<file path="config.mk">
export PLATFORM = sky130hd
export DESIGN_NAME = ps2_key_tracker
export DESIGN_NICKNAME = d
export VERILOG_FILES = /design/src/rtl/ps2_key_tracker.sv
export SDC_FILE = /design/constraint.sdc
export NUM_CORES = 1
export LEC_CHECK = 0
export BUFFER_PORTS_ARGS = -buffer_cell sky130_fd_sc_hd__buf_2
export CAP_MARGIN = 10
export CORE_UTILIZATION = 40
export CTS_CLUSTER_SIZE = 40
export DETAILED_ROUTE_END_ITERATION = 12
export GPL_TIMING_DRIVEN = 0
export PLACE_DENSITY_LB_ADDON = 0.3
export SYNTH_ARGS = -nofsm -noshare
export SYNTH_HDL_FRONTEND = slang
export SYNTH_SLANG_ARGS = --single-unit
</file>
<file path="constraint.sdc">
create_clock -name clock -period 7.74 [get_ports clock]
set_input_delay 0.387 -clock clock [delete_from_list [all_inputs] [get_ports clock]]
set_output_delay 0.387 -clock clock [all_outputs]
set_load 0.1 [all_outputs]
</file>
<file path="src/rtl/ps2_key_tracker.sv">
// PS/2 set-2 scancode decoder with held-key tracking, press/release pulses and an event FIFO.
// Optional PS2_TYPEMATIC_EN: repeated makes of a held key are reported as repeat events.
module ps2_key_tracker #(
    parameter int unsigned             NUM_KEYS   = 4,
    parameter logic [8*NUM_KEYS-1:0]   KEY_CODES  = {8'h1D, 8'h1C, 8'h5A, 8'h29},
    parameter int unsigned             FIFO_DEPTH = 8
) (
    input  logic                clock,
    input  logic                resetn,
    input  logic                ps2_key_pressed,
    input  logic [7:0]          ps2_key_data,
    output logic [NUM_KEYS-1:0] key_held,
    output logic [NUM_KEYS-1:0] key_press,
    output logic [NUM_KEYS-1:0] key_release,
    output logic                ev_valid,
    output logic [7:0]          ev_data,
    input  logic                ev_ready,
    output logic                ev_overflow,
    input  logic                clr_overflow
);
    localparam int unsigned AW = (FIFO_DEPTH > 1) ? $clog2(FIFO_DEPTH) : 1;
    localparam int unsigned KW = (NUM_KEYS > 1) ? $clog2(NUM_KEYS) : 1;

    localparam logic [1:0] S_IDLE    = 2'd0;
    localparam logic [1:0] S_BRK     = 2'd1;
    localparam logic [1:0] S_EXT     = 2'd2;
    localparam logic [1:0] S_EXT_BRK = 2'd3;

    logic [1:0]          state, state_nxt;
    logic                hit;
    logic [KW-1:0]       hit_sel;
    logic                do_make, do_break, do_bat;
    logic [NUM_KEYS-1:0] held_nxt, press_nxt, rel_nxt;
    logic                push, push_ok, pop, full;
    logic [7:0]          push_data;
    logic [7:0]          mem [FIFO_DEPTH];
    logic [AW-1:0]       wr_ptr, rd_ptr;
    logic [AW:0]         count;

    // Lowest matching index wins when KEY_CODES contains duplicates.
    always_comb begin
        hit     = 1'b0;
        hit_sel = '0;
        for (int unsigned i = 0; i < NUM_KEYS; i++) begin
            if (!hit && KEY_CODES[8*i +: 8] == ps2_key_data) begin
                hit     = 1'b1;
                hit_sel = KW'(i);
            end
        end
    end

    always_comb begin
        state_nxt = state;
        do_make   = 1'b0;
        do_break  = 1'b0;
        do_bat    = 1'b0;
        if (ps2_key_pressed) begin
            case (state)
                S_IDLE: begin
                    case (ps2_key_data)
                        8'hF0:                                    state_nxt = S_BRK;
                        8'hE0:                                    state_nxt = S_EXT;
                        8'hE1, 8'hFA, 8'hEE, 8'hFE, 8'h00, 8'hFF: state_nxt = S_IDLE;
                        8'hAA:                                    do_bat    = 1'b1;
                        default:                                  do_make   = 1'b1;
                    endcase
                end
                S_BRK: begin
                    do_break  = 1'b1;
                    state_nxt = S_IDLE;
                end
                S_EXT:   state_nxt = (ps2_key_data == 8'hF0) ? S_EXT_BRK : S_IDLE;
                default: state_nxt = S_IDLE;
            endcase
        end
    end

    always_comb begin
        held_nxt  = key_held;
        press_nxt = '0;
        rel_nxt   = '0;
        push      = 1'b0;
        push_data = '0;
        if (do_bat) begin
            held_nxt = '0;
        end else if (do_make && hit) begin
            if (!key_held[hit_sel]) begin
                held_nxt[hit_sel]  = 1'b1;
                press_nxt[hit_sel] = 1'b1;
                push               = 1'b1;
                push_data          = {2'b00, 6'(hit_sel)};
            end
`ifdef PS2_TYPEMATIC_EN
            else begin
                press_nxt[hit_sel] = 1'b1;
                push               = 1'b1;
                push_data          = {2'b01, 6'(hit_sel)};
            end
`endif
        end else if (do_break && hit && key_held[hit_sel]) begin
            held_nxt[hit_sel] = 1'b0;
            rel_nxt[hit_sel]  = 1'b1;
            push              = 1'b1;
            push_data         = {2'b10, 6'(hit_sel)};
        end
    end

    assign ev_valid = (count != '0);
    assign full     = (count == (AW+1)'(FIFO_DEPTH));
    assign pop      = ev_valid && ev_ready;
    assign push_ok  = push && (!full || pop);

    always_ff @(posedge clock) begin
        if (push_ok) mem[wr_ptr] <= push_data;
    end

    always_ff @(posedge clock or negedge resetn) begin
        if (!resetn) begin
            state       <= S_IDLE;
            key_held    <= '0;
            key_press   <= '0;
            key_release <= '0;
            ev_overflow <= 1'b0;
            wr_ptr      <= '0;
            rd_ptr      <= '0;
            count       <= '0;
            ev_data     <= '0;
        end else begin
            state       <= state_nxt;
            key_held    <= held_nxt;
            key_press   <= press_nxt;
            key_release <= rel_nxt;
            if (push && !push_ok)  ev_overflow <= 1'b1;
            else if (clr_overflow) ev_overflow <= 1'b0;
            if (push_ok) wr_ptr <= wr_ptr + AW'(1);
            if (pop)     rd_ptr <= rd_ptr + AW'(1);
            case ({push_ok, pop})
                2'b10:   count <= count + 1'b1;
                2'b01:   count <= count - 1'b1;
                default: count <= count;
            endcase
            // ev_data is a registered copy of the head so it can keep its last value once empty.
            if (pop) begin
                if (count > (AW+1)'(1)) ev_data <= mem[rd_ptr + AW'(1)];
                else if (push_ok)       ev_data <= push_data;
            end else if (!ev_valid && push_ok) begin
                ev_data <= push_data;
            end
        end
    end
endmodule

</file>
After elaboration in Yosys (flattened, before gate mapping). Memory sizes are Yosys's and may differ from the RTL's. Cells that the tools add are included.

Multipliers: 0. Bitwise operators: 3. Eq/ne operators: 20. Muxes and demuxes: 49. Add/subtract/negate cells: 4. Divide/modulo/power cells: 0. $lt $le $gt $ge: 3. Shift operators: 0. Reductions and logical operators: 30.

Operator list (count): 8-bit == test (second input constant) (8); 8-bit two-way mux (7); 4-bit two-way mux (10); 1-bit two-way mux (23); 5-bit by 8-bit == test with 1-bit output (first input constant) (2); 1-bit logical AND (11); 9-bit OR reduction (1); 6-bit by 8-bit == test with 1-bit output (first input constant) (1); 7-bit by 8-bit == test with 1-bit output (first input constant) (1); 8-bit logical NOT (1); 2-bit two-way mux (4); 4-bit one-hot mux with 2 select lines (1); 3-bit by 1-bit adder with 3-bit output (second input constant) (2); 1-bit logical NOT (6); 2-bit one-hot mux with 3 select lines (1); 2-bit AND reduction (3); 2-bit nonzero test (3); 6-bit OR reduction (1); 4-bit by 1-bit adder with 4-bit output (second input constant) (1); 4-bit bitwise AND (1); 2-bit by 1-bit == test with 1-bit output (second input constant) (2); 2-bit == test (second input constant) (2); 4-bit == test (second input constant) (1); 4-bit by 1-bit > comparator with 1-bit output (second input constant) (1); 15 further kinds (15).

Memory bits (writable): 64. Input port bits: 13. Memories kept: 1. ROM bits: 0. Bits in latches: 0. Bits in registers: 33. Word-level logic and storage cells: 119.

Memories: mem (words 8, width 8, read ports 1, clocked after memory_dff 0, write ports 1, RTL line 36) `logic [7:0] mem [FIFO_DEPTH];`.

Longest topological paths before layout.
Depth in word-level cells: 21. Depth in mapped cells: 9. Depth with buffers taken out: 7.

Worst setup path after synthesis. Ideal clock, no wire load.

Path kind: flip-flop to flip-flop. From: reg key_held[3]. To: mem mem[4][0] (enable). Path buffers: 1. Setup time: 0.371 ns. Slack: 4.504 ns. Data required time: 7.369 ns. Cell stages (with the launch flop): 8. Period minus slack after synthesis: 3.236 ns. Arrival time: 2.865 ns. Cells stage by stage: dfrtp_1 > mux2_2 > and3_1 > a311o_1 > mux2i_1 > nor3_1 > buf_2 > nor4bb_1.

Longest elaborated chain between the ends: 9.

Ends and longest elaborated chain: from (decl) (RTL line 12) `output logic [NUM_KEYS-1:0] key_held,`; from (signal assigned) (RTL line 130) `key_held <= held_nxt;`; 1-bit binary-select mux with 2-bit select (*) (RTL line 87, 100); 1-bit two-way mux (not written as such) (*) (RTL line 87, 100); 1-bit logical AND (RTL line 100) `end else if (do_break && hit && key_held[hit_sel]) begin`; 1-bit two-way mux (RTL line 100); 1-bit two-way mux (*) (RTL line 86) `end else if (do_make && hit) begin`; 1-bit two-way mux (*) (RTL line 84) `if (do_bat) begin`; 1-bit logical AND (*) (RTL line 111) `assign push_ok = push && (!full || pop);`; 1-bit two-way mux (*) (RTL line 114) `if (push_ok) mem[wr_ptr] <= push_data;`; 1-bit two-way mux (not written as such) (*) (RTL line 114); to (decl) (RTL line 36).

Mark *: on every way between the ends. The rest lies on a longest branch, timed or not. The select of a mux whose other input is x is not followed.

Worst setup path after layout.
From: in ps2_key_data[6]. To: mem mem[4][1] (enable).

Longest elaborated chain between the ends: 20.

Ends and longest elaborated chain: from (decl) (RTL line 11) `input logic [7:0] ps2_key_data,`; 6-bit by 8-bit == test with 1-bit output (RTL line 45) `if (!hit && KEY_CODES[8*i +: 8] == ps2_key_data) begin`; 1-bit two-way mux (RTL line 45); 1-bit logical NOT (RTL line 45); 1-bit logical AND (RTL line 45); 1-bit two-way mux (RTL line 45); 1-bit logical NOT (RTL line 45); 1-bit logical AND (RTL line 45); 1-bit two-way mux (RTL line 45); [... 4 more ...]; 1-bit two-way mux (not written as such) (RTL line 87, 100); 1-bit logical AND (RTL line 100); 1-bit two-way mux (RTL line 100); 1-bit two-way mux (RTL line 86); 1-bit two-way mux (*) (RTL line 84); 1-bit logical AND (*) (RTL line 111); 1-bit two-way mux (*) (RTL line 114); 1-bit two-way mux (not written as such) (*) (RTL line 114).

Marks and branches as above.

==> results summary <==
The flow ran to the end, and the final reports show no timing, DRC or antenna violations. The number of global-route vias before repair is 1612. The total clock buffers created by CTS is 5. Synthesis produced a netlist whose cell count is 214. The summed negative setup slack over all endpoints came out at 0 ps.

The number of max-cap violations is 0. The pin count of the biggest net entering global routing came out at 29. The warning count from the yosys run came out at 0. The post-route worst hold slack is 92.58 ps. The half-perimeter wire length after placement is 3479 um. In the post-synthesis netlist, the biggest area contributors are sky130_fd_sc_hd__edfxtp_1 28%, sky130_fd_sc_hd__dfrtp_1 27%, sky130_fd_sc_hd__mux4_2 5.3%, sky130_fd_sc_hd__nand2_1 2.9%, sky130_fd_sc_hd__nor4bb_1 2.7%. Averaged over all synthesized cells, the footprint is 11.92 sq um.

The placeable core region is 6026 sq um. The worst endpoint data arrival time is 3420 ps. The placer's final routability congestion estimate is 0.7886. The total power density per cell area came out at 272.2 nW/um^2. The post-CTS resize count came out at 0.

Among all flip-flop cells after synthesis, the most frequent one is sky130_fd_sc_hd__dfrtp_1. The fraction of registers with async set/reset came out at 0.5385. In this run the worst path has a maximum fanout of 10. Setup repair after global routing left no endpoint under its margin. The area added between synthesis and finish is 12.76%. The global-route congestion overflow total is 0.

After the last flow step, the layout net total stands at 270. The sink count of the clock tree came out at 52. The CTS clock-pin slew for the worst setup and hold paths came out at 90 ps. The overall die height came out at 81.84 um. Overall power consumption after layout is estimated at 782.5 uW. In this run the deepest clock path goes through 2 buffers.

The number of design-rule violations left by the first detailed-router iteration is 52. The first-pass GRT wire length came out at 7852 um. The via count is 1734. The overall die area came out at 6698 sq um. The biggest area contributor in the post-synthesis netlist is sky130_fd_sc_hd__edfxtp_1.

The post-route worst setup slack is 4259 ps. The number of fillers in the final layout came out at 557. The total count of hold-check failures in the final report was 0.

The final cycle utilization of the critical path came out at 0.4497. The footprint of the multi-input gates is 1040 sq um. The buffers inserted during post-CTS setup optimization came out at 0.

The minimum setup slack after placement came out at 3887 ps. The max-slew violation count came out at 0. The end-of-flow core utilization is 0.4772.

The total number of placement rows is 28. The critical path endpoint category is a flop. In the final routed layout, each cell accounts on average for 14.46 um. The transition time of the tightest slew-check pin is 758.1 ps. The relative slew slack came out at 0.4877. The post-layout instance count excluding filler cells is 328.

For this run, the detailed router's first-pass iteration total came to 4. Pin placement for this block handled 35 I/O pins. Leaving out fill and tap cells, the most frequent cell in the layout is sky130_fd_sc_hd__buf_2. The total length of routed wires is 4743 um. The top cell types in the final layout, fill and taps aside, are 29 x sky130_fd_sc_hd__buf_2, 28 x sky130_fd_sc_hd__dfrtp_1, 24 x sky130_fd_sc_hd__edfxtp_1. The startpoint of the worst-slack reg-to-reg timing path is key_held[2]. For this configuration, the core starts out at a cell density of 0.4232. The share of synthesized area in the top cell type comes to 0.2826. The clock tree from TritonCTS is done. The number of cells after detailed placement is 320. STA classifies the critical path startpoint as an input pin. The count of buffers from port buffering came out at 27. For this design the static power due to leakage is 1.286 nW.

For the worst-skew pair, the clock arrives at the later sink with an insertion delay of 300 ps. Registers take 1421 sq um. The number of different library cells in the post-synthesis netlist is 47. The die is 81.84 um wide. IR analysis of the VDD net gives a maximum drop of 0.2477 mV. The root buffer cell is sky130_fd_sc_hd__clkbuf_8.

With fillers left out, the area of the finished cells amounts to 2875 sq um. The category of the most critical setup path is in -> reg. For this run, the top clock speed supported by timing is 287.3 MHz. The number of storage elements in the synthesis netlist is 52. The worst path needs 3481 ps of the cycle, external delays included. The number of nets with antenna violations after routing is 0.

The required time at the worst-slack endpoint is 7680 ps. The overall global routing resource usage is 0.1589. The number of antenna violations at the first check in global routing is 0. The via-per-instance ratio came out at 5.287. Clock skew on the completed layout was measured at 9.871 ps.

Setup violations remaining at the end of the flow were counted as 0. 0 antenna diodes ended up in the layout. The share of post-route cells with drive strength above 1 came out at 0.2055. In this run, synthesis inferred 24 flip-flops with an integrated enable. The number of cells on the worst reg-to-reg path came out at 7.

The register area share after synthesis came out at 0.5574. The worst reg-to-reg setup slack is 4500 ps. The area after detailed placement came out at 2794 sq um. The H-tree generated during clock tree synthesis spans 2 levels. The path class of the lowest-slack min-delay path is in -> async. The mapped cell area is 2550 sq um. In this run, post-CTS hold repair placed 0 buffers. The number of remaining DRC errors is 0. The end of the worst register-to-register path is mem[4][1].
[cells in the mapped netlist, types with 2 or more instances]
cell	number
sky130_fd_sc_hd__a31oi_1	3
sky130_fd_sc_hd__nor2_1	14
sky130_fd_sc_hd__mux2_2	3
sky130_fd_sc_hd__and3_1	4
sky130_fd_sc_hd__o22ai_1	4
sky130_fd_sc_hd__nand2_1	20
sky130_fd_sc_hd__nand3_1	4
sky130_fd_sc_hd__nand2b_1	3
sky130_fd_sc_hd__o21ai_0	6
sky130_fd_sc_hd__nor4bb_1	7
sky130_fd_sc_hd__buf_4	5
sky130_fd_sc_hd__nor4_1	2
sky130_fd_sc_hd__edfxtp_1	24
sky130_fd_sc_hd__mux2i_1	5
sky130_fd_sc_hd__a21oi_1	8
sky130_fd_sc_hd__mux4_2	6
sky130_fd_sc_hd__nor2b_1	2
sky130_fd_sc_hd__inv_1	11
sky130_fd_sc_hd__xor2_1	3
sky130_fd_sc_hd__and4b_1	3
sky130_fd_sc_hd__nor3_1	7
sky130_fd_sc_hd__clkbuf_1	4
sky130_fd_sc_hd__dfrtp_1	28
sky130_fd_sc_hd__o211ai_1	2
sky130_fd_sc_hd__xnor2_1	4
sky130_fd_sc_hd__or4_1	3
sky130_fd_sc_hd__ha_1	5
sky130_fd_sc_hd__buf_2	2
sky130_fd_sc_hd__and2_1	3
sky130_fd_sc_hd__and3b_1	2
[worst max path at each step]
stage / startpoint / end / slack (ps) / cells after the start
floorplan: key_held[3] / mem[4][0] / 4500 / 7
global placement: ps2_key_data[7] / mem[4][1] / 3960 / 9
detailed placement: ps2_key_data[6] / mem[4][1] / 3890 / 8
CTS: ps2_key_data[7] / mem[4][1] / 4230 / 9
global route: ps2_key_data[6] / mem[4][1] / 3900 / 8
finish: ps2_key_data[6] / mem[4][1] / 4260 / 8
[final cells by class]
type                    count  share of cell area
clock buffers               7             0.02654
well taps                  75             0.03264
inverters                  11             0.01436
clock inverters             1            0.001741
plain buffers              11             0.02176
multi-input cells         144              0.3616
repair buffers             27             0.04700
flip-flops and latches     52              0.4943
[layer usage]
layer,up-vias,routed length (um),GRT usage
met4,0,47,0.05263
met1,834,2370,0.2218
met3,5,159,0.03778
li1,861,-,-
met2,34,2165,0.2413
met5,-,0,0
[flip-flops by register name, indices dropped and copies added (netlist names)]
name         flops
ev_overflow      1
key_held         4
count            4
key_release      4
ev_data          3
key_press        4
rd_ptr           3
wr_ptr           3
state            2
mem             24
[cells by family after synthesis]
kind of cell	count (synthesis)	share of synthesized area
AOI/OAI and AO/OA	30	0.07213
DFF	52	0.5574
other	1	0.001471
adders and majority gates	5	0.02453
xor gates and xnor gates	7	0.02404
and+or+nand+nor	83	0.1938
muxes	14	0.08587
buffers and inverters	22	0.04073
[worst max-delay path, stage by stage]
cell and delay [ps]:
sky130_fd_sc_hd__buf_2 130, sky130_fd_sc_hd__nor4b_1 530, sky130_fd_sc_hd__nand2_1 270, sky130_fd_sc_hd__a311o_1 460, sky130_fd_sc_hd__mux2i_1 250, sky130_fd_sc_hd__nor3_1 420
sky130_fd_sc_hd__buf_2 270, sky130_fd_sc_hd__nor4bb_1 700
[where the power goes]
part	internal (mW)	switching (mW)	total, mW
sequential	0.317	0.0315	0.348
clock	0.0637	0.0837	0.147
combinational	0.0883	0.198	0.287
(Power assumes the default switching activity.)
